`config.mk`:
```
export PLATFORM = sky130hd
export DESIGN_NAME = ser_rcvfifo
export DESIGN_NICKNAME = d
export VERILOG_FILES = /design/src/rtl/ser_rcvfifo.sv
export SDC_FILE = /design/constraint.sdc
export NUM_CORES = 1
export LEC_CHECK = 0
export BUFFER_PORTS_ARGS = -buffer_cell sky130_fd_sc_hd__buf_2
export CAP_MARGIN = 20
export CORE_UTILIZATION = 55
export CTS_CLUSTER_SIZE = 20
export DETAILED_ROUTE_END_ITERATION = 12
export MAX_ROUTING_LAYER = met4
export PLACE_DENSITY_LB_ADDON = 0.05
export SETUP_SLACK_MARGIN = 0.4
export SLEW_MARGIN = 40
export SYNTH_ARGS = -nofsm -noshare
export SYNTH_HDL_FRONTEND = slang
export SYNTH_SLANG_ARGS = --single-unit
```
`constraint.sdc`:
```
create_clock -name clk -period 2.6 [get_ports clk]
set_clock_uncertainty 0.1 [all_clocks]
set_input_delay 0.39 -clock clk [delete_from_list [all_inputs] [get_ports clk]]
set_output_delay 0.39 -clock clk [all_outputs]
set_load 0.005 [all_outputs]
```
`src/rtl/ser_rcvfifo.sv`:
```
// 8N1 serial receiver: two-flop input synchronizer, mid-bit sampling with start-glitch
// rejection, and a first-word fall-through receive FIFO with sticky error flags.
module ser_rcvfifo #(
    parameter int unsigned DEPTH = 4
) (
    input  logic        clk,
    input  logic        rst,
    input  logic [15:0] bit_len,
    input  logic        serial_in,
    input  logic        read,
    output logic        ready,
    output logic [7:0]  data_out,
    output logic        overrun,
    output logic        frame_err,
    input  logic        clr_err
);

    localparam int unsigned AW = $clog2(DEPTH);
    localparam int unsigned PW = AW + 1;

    typedef enum logic [1:0] {
        IDLE  = 2'd0,
        START = 2'd1,
        DATA  = 2'd2,
        STOP  = 2'd3
    } state_t;

    state_t        state;
    logic          sync_1, rx_s;
    logic [15:0]   cnt;
    logic [2:0]    bitcnt;
    logic [7:0]    shreg;
    logic [PW-1:0] wr_ptr, rd_ptr;
    logic [7:0]    mem [DEPTH];

    logic [15:0]   full_ld, half_ld;
    logic          tick, push_c, ferr_c, pop_c, empty, full;

    assign full_ld = bit_len - 16'd1;
    assign half_ld = (bit_len >> 1) - 16'd1;
    assign tick    = (cnt == 16'd0);
    assign push_c  = (state == STOP) && tick && rx_s;
    assign ferr_c  = (state == STOP) && tick && !rx_s;

    assign empty    = (wr_ptr == rd_ptr);
    assign full     = (wr_ptr[AW-1:0] == rd_ptr[AW-1:0]) && (wr_ptr[AW] != rd_ptr[AW]);
    assign pop_c    = read && !empty;
    assign ready    = !empty;
    assign data_out = mem[rd_ptr[AW-1:0]];

    // Input synchronizer, idle-high.
    always_ff @(posedge clk or negedge rst) begin
        if (!rst) begin
            sync_1 <= 1'b1;
            rx_s   <= 1'b1;
        end else begin
            sync_1 <= serial_in;
            rx_s   <= sync_1;
        end
    end

    // Frame FSM with bit-timing down-counter; counter reloads on every tick.
    always_ff @(posedge clk or negedge rst) begin
        if (!rst) begin
            state  <= IDLE;
            cnt    <= 16'd0;
            bitcnt <= 3'd0;
            shreg  <= 8'd0;
        end else begin
            case (state)
                IDLE: begin
                    if (!rx_s) begin
                        state <= START;
                        cnt   <= half_ld;
                    end
                end
                START: begin
                    if (tick) begin
                        if (!rx_s) begin
                            state  <= DATA;
                            cnt    <= full_ld;
                            bitcnt <= 3'd0;
                        end else begin
                            state <= IDLE;
                        end
                    end else begin
                        cnt <= cnt - 16'd1;
                    end
                end
                DATA: begin
                    if (tick) begin
                        shreg  <= {rx_s, shreg[7:1]};
                        bitcnt <= bitcnt + 3'd1;
                        cnt    <= full_ld;
                        if (bitcnt == 3'd7) state <= STOP;
                    end else begin
                        cnt <= cnt - 16'd1;
                    end
                end
                STOP: begin
                    if (tick) begin
                        state <= IDLE;
                        cnt   <= 16'd0;
                    end else begin
                        cnt <= cnt - 16'd1;
                    end
                end
                default: state <= IDLE;
            endcase
        end
    end

    // Receive FIFO; a push into a full FIFO only lands when a pop frees the slot.
    always_ff @(posedge clk or negedge rst) begin
        if (!rst) begin
            wr_ptr <= '0;
            rd_ptr <= '0;
            for (int unsigned i = 0; i < DEPTH; i++) mem[i] <= 8'd0;
        end else begin
            if (push_c && (!full || pop_c)) begin
                mem[wr_ptr[AW-1:0]] <= shreg;
                wr_ptr              <= wr_ptr + PW'(1);
            end
            if (pop_c) rd_ptr <= rd_ptr + PW'(1);
        end
    end

    // Sticky flags; a set event beats a simultaneous clear.
    always_ff @(posedge clk or negedge rst) begin
        if (!rst) begin
            overrun   <= 1'b0;
            frame_err <= 1'b0;
        end else begin
            if (clr_err) begin
                overrun   <= 1'b0;
                frame_err <= 1'b0;
            end
            if (push_c && full && !pop_c) overrun <= 1'b1;
            if (ferr_c) frame_err <= 1'b1;
        end
    end

endmodule
```
# == Word level (Yosys, flattened, before mapping) ==
# Index checks and enable logic that the tools add are counted.
# word_totals
inputBits,21
ff_bits,71
word_cells,88
# classes
n_lt_le_gt_ge,3
n_mux,26
addsub,6
n_bitwise,2
n_eq_ne,14
n_reduce_logical,23
# op_table
op,count
16-bit two-way mux,5
16-bit one-hot mux with 4 select lines,1
32-bit bitwise mux,1
16-bit by 1-bit subtractor with 16-bit output (second input constant),2
8-bit two-way mux,3
8-bit binary-select mux with 2-bit select,1
8-bit demux with 2-bit select,1
16-bit zero test,1
15-bit by 1-bit subtractor with 16-bit output (second input constant),1
2-bit two-way mux,6
2-bit != test (second input constant),6
3-bit by 1-bit adder with 3-bit output (second input constant),3
1-bit logical AND,9
3-bit two-way mux,3
2-bit one-hot mux with 4 select lines,1
3-bit greater-or-equal comparator (second input constant),2
2-bit NOT with 3-bit output,2
3-bit one-hot mux with 2 select lines,1
2-bit nonzero test,3
5-bit AND reduction,1
2-bit equality test (second input constant),2
1-bit zero test,4
2-bit AND reduction,2
4-bit AND reduction,1
other kinds (10),12

# == Longest topological paths before layout ==
# logic_depth
ltp_word,6
ltp_mapped,9
depth_no_buf,8

# == Worst setup path after synthesis ==
# OpenSTA, ideal clock, no wires.
# synth_timing
path_kind,reg-to-reg
from,register cnt[0]
to,register mem[12] (netlist name)
synth_period_minus_slack_ns,2.660
path_stages_with_launch,8
arrival_ns,2.435
setup_ns,0.125
path_slack_ns,-0.060
cell_sequence,dfrtp_1 -> inv_1 -> ha_1 -> or4b_1 -> nor4_4 -> nor3b_4 -> nand2_4 -> mux2_4
# synth_between
elab_chain_len,4
# synth_lines
item,line,text
start: declaration,30,logic [15:0] cnt;
start signal: assignment,74,cnt <= half_ld;
start signal: assignment,81,cnt <= full_ld;
start signal: assignment,87,cnt <= cnt - 16'd1;
16-bit zero test,41,assign tick = (cnt == 16'd0);
1-bit logical AND (2 in a row),42,assign push_c = (state == STOP) && tick && rx_s;
1-bit logical AND,120,if (push_c && (!full || pop_c)) begin
end signal: indexed assignment,121,mem[wr_ptr[AW-1:0]] <= shreg;
end: declaration,34,logic [7:0] mem [DEPTH];
# Every way passes these cells.
# A chain may end at the register's enable or synchronous reset.

# == Final worst setup path ==
# layout_timing
from,register cnt[11]
to,register mem[2] (netlist name)
# The elaborated chain is that of the path after synthesis.

==> flow_metrics.py <==
metrics = {
    "status": {
        "status": "finished, final reports clean",
    },
    "sta": {
        "grt_setup_unrepaired": "true",
        "slew_viol_final": 0,
        "fmax_ghz": 0.401,
        "finalHoldWorstSlack_ns": 0.0383,
        "fin_crit_sh_pct": 95.8,
        "tightest_slew_ns": 0.697,
        "finalSetupViolations": 0,
        "finalHoldViolCount": 0,
        "min_period_ns": 2.49,
        "slew_headroom_pct": 53.6,
    },
    "synthesis": {
        "syn_nets": 450,
        "synth_cells": 412,
        "synth-edff-count": 0,
        "synth_area_per_cell_um2": 10.7,
        "yosysSeqAreaShare_pct": 40.4,
        "synth-main-ff-cell": "dfrtp_1",
        "syn_area_mm2": 0.00440,
        "synth_top_cell_by_area": "dfrtp_1",
        "synth_top_area_share_pct": 39.2,
        "synth_area_leaders": "dfrtp_1, mux2_4, ha_1, mux4_2, xnor2_1",
        "synth-seq-cells": 71,
        "synth_cell_types": 62,
        "ys_warn_count": 0,
        "async_flop_share_pct": 100,
    },
    "cells_and_area": {
        "fillers": 544,
        "final_cell_area_mm2": 0.00567,
        "antenna_cells": 0,
        "drive_gt1_share_pct": 40.8,
        "fin_nets": 535,
        "final_common_cell": "dfrtp_1",
        "area_delta_synth_final_pct": 28.7,
        "layout_common_cells": "dfrtp_1, buf_4, nand2_1, mux2_4, buf_2",
    },
    "grt": {
        "grt_max_degree": 72,
        "grt_pass1_vias": 3580,
        "grt_pass1_wl_um": 17700,
        "track_usage_pct": 28.1,
        "overflow": 0,
        "antenna_found_initial": 0,
    },
    "setup_path": {
        "worst_setup_path_start_kind": "register",
        "reg2reg_slack_ns": 0.11,
        "critPathRequiredTime_ns": 2.73,
        "path_class": "reg -> reg",
        "crit_arrival_ns": 2.62,
        "end_kind": "register",
        "r2r-end": "mem[2]",
        "crit_fanout": 5,
        "reg2reg_from": "cnt[11]",
        "ff2ff_path_depth": 6,
    },
    "floorplan": {
        "coreArea_mm2": 0.00773,
        "initial_core_util_pct": 57.0,
        "die_x_um": 91.5,
        "die_h_um": 91.5,
        "io_pins": 32,
        "dieArea_mm2": 0.00837,
        "num_rows": 32,
    },
    "cts": {
        "cts_buffer_depth": 2,
        "clkTransAtPathRegs_ns": 0.08,
        "cts_sinks": 71,
        "root_buffer": "clkbuf_8",
        "tritoncts": "done",
        "clk-insertion-delay-late_ns": 0.35,
        "h-tree-depth": 3,
        "cts_buffers": 9,
    },
    "min_path": {
        "whs_endpoint": "sync_1",
        "min_from": "serial_in",
        "holdPathStages": 1,
        "hp-class": "in -> reg",
    },
    "power": {
        "ir_worst_vdd_mv": 0.431,
        "power.leakage_uw": 0.00259,
        "p_per_area_mw_per_mm2": 855,
    },
    "route": {
        "wire_per_inst_um": 17.9,
        "viasPerCell": 5.79,
        "first_pass_iters": 4,
        "drt-initial-drc-count": 145,
        "vias": 3496,
        "routed_wl_um": 10800,
        "ant_nets": 0,
        "drc": 0,
    },
    "placement": {
        "gp_congestion": 0.904,
        "port_buffers": 31,
        "dpl-instance-area_mm2": 0.00490,
        "dp_hpwl_um": 7130,
    },
    "flow_run": {
        "maxCapViolCount": 0,
    },
}
## worst max-delay path: stages, from the launching register on
cell and delay [ns]:
dfrtp_2 0.45, or4_4 0.58, nor4_4 0.27, nand2_2 0.16
nor3_4 0.31, nand2_2 0.18, mux2_4 0.33
## synth_stat cells, drive strengths merged, types with 8 or more instances
library cell  instances
a21oi                15
clkbuf               12
dfrtp                69
ha                   17
inv                  13
mux2                 41
mux4                  8
nand2                39
nand3                12
nor2                 29
nor3                 16
o21ai                22
xnor2                19
xor2                 16
## repair_timing
action,in CTS,in global routing
setup endpoints to repair,62,65
hold endpoints to repair,69,0
hold buffers,1,0
gates resized for setup,62,38
pin swaps,26,26
gates cloned,3,1
buffers inserted,17,2
## cells by family (layout without fill, tap and decap cells)
kind of cell    Yosys count  in the layout  share of synthesized area (%)
simple gates            137            140                           17.4
compound gates           71             71                           10.5
flops                    71             71                           40.4
mux                      52             52                           17.3
xor+xnor                 35             35                           6.96
buf+inv                  29            116                           2.59
fa+ha+maj                17             17                           4.83
## flip-flops by register name (all words and copies together), names as in the netlist, named ones only
| register | cells |
|---|---|
| bitcnt | 3 |
| wr_ptr | 3 |
| rx_s | 1 |
| sync_1 | 1 |
| frame_err | 1 |
| state | 1 |
| rd_ptr | 3 |
| overrun | 1 |
| cnt | 16 |
| mem | 32 |
| shreg | 8 |
## where the power goes
group,total (µW),switching (µW),internal [µW]
clock network,871,427,444
logic,2510,1340,1170
registers,1470,186,1280
## worst max path at each step
stage,startpoint,end,slack (ns)
after global placement,bit_len[1],cnt[10],-0.07
after CTS,cnt[0],mem[25],0.16
after global routing,cnt[1],mem[28],0.04
final,cnt[11],mem[2],0.11
after floorplan,cnt[0],mem[12],0.009
after detailed placement,bit_len[1],cnt[10],-0.06
## per-layer routing
layer  GRT usage, %  wire, µm
met1           35.0      4610
met2           46.0      5650
met3           5.28       380
met5              -         0
met4           9.92       173
## area by class of cell
cell class	instances	area, µm²	share of cell area [%]
multi-input combinational	315	2840	50.0
clock buffer	11	131	2.32
inverter	13	48.8	0.861
timing repair buffer	87	686	12.1
tap	102	128	2.25
clock inverter	5	58.8	1.04
sequential	71	1780	31.4
## per-stage QoR
stage                     util [%]  cells  total power, µW  setup TNS [ns]  setup WS, ns
final                         73.3    604             4850               0         0.109
after global placement        63.4    564             3390         -0.0754       -0.0675
after global routing          73.3    604             5170               0        0.0408
after detailed placement      63.4    564             3420          -0.107       -0.0575
after CTS                     71.0    601             4680               0         0.157
after floorplan                  -    412             2780               0       0.00855
(Power assumes the default switching activity.)
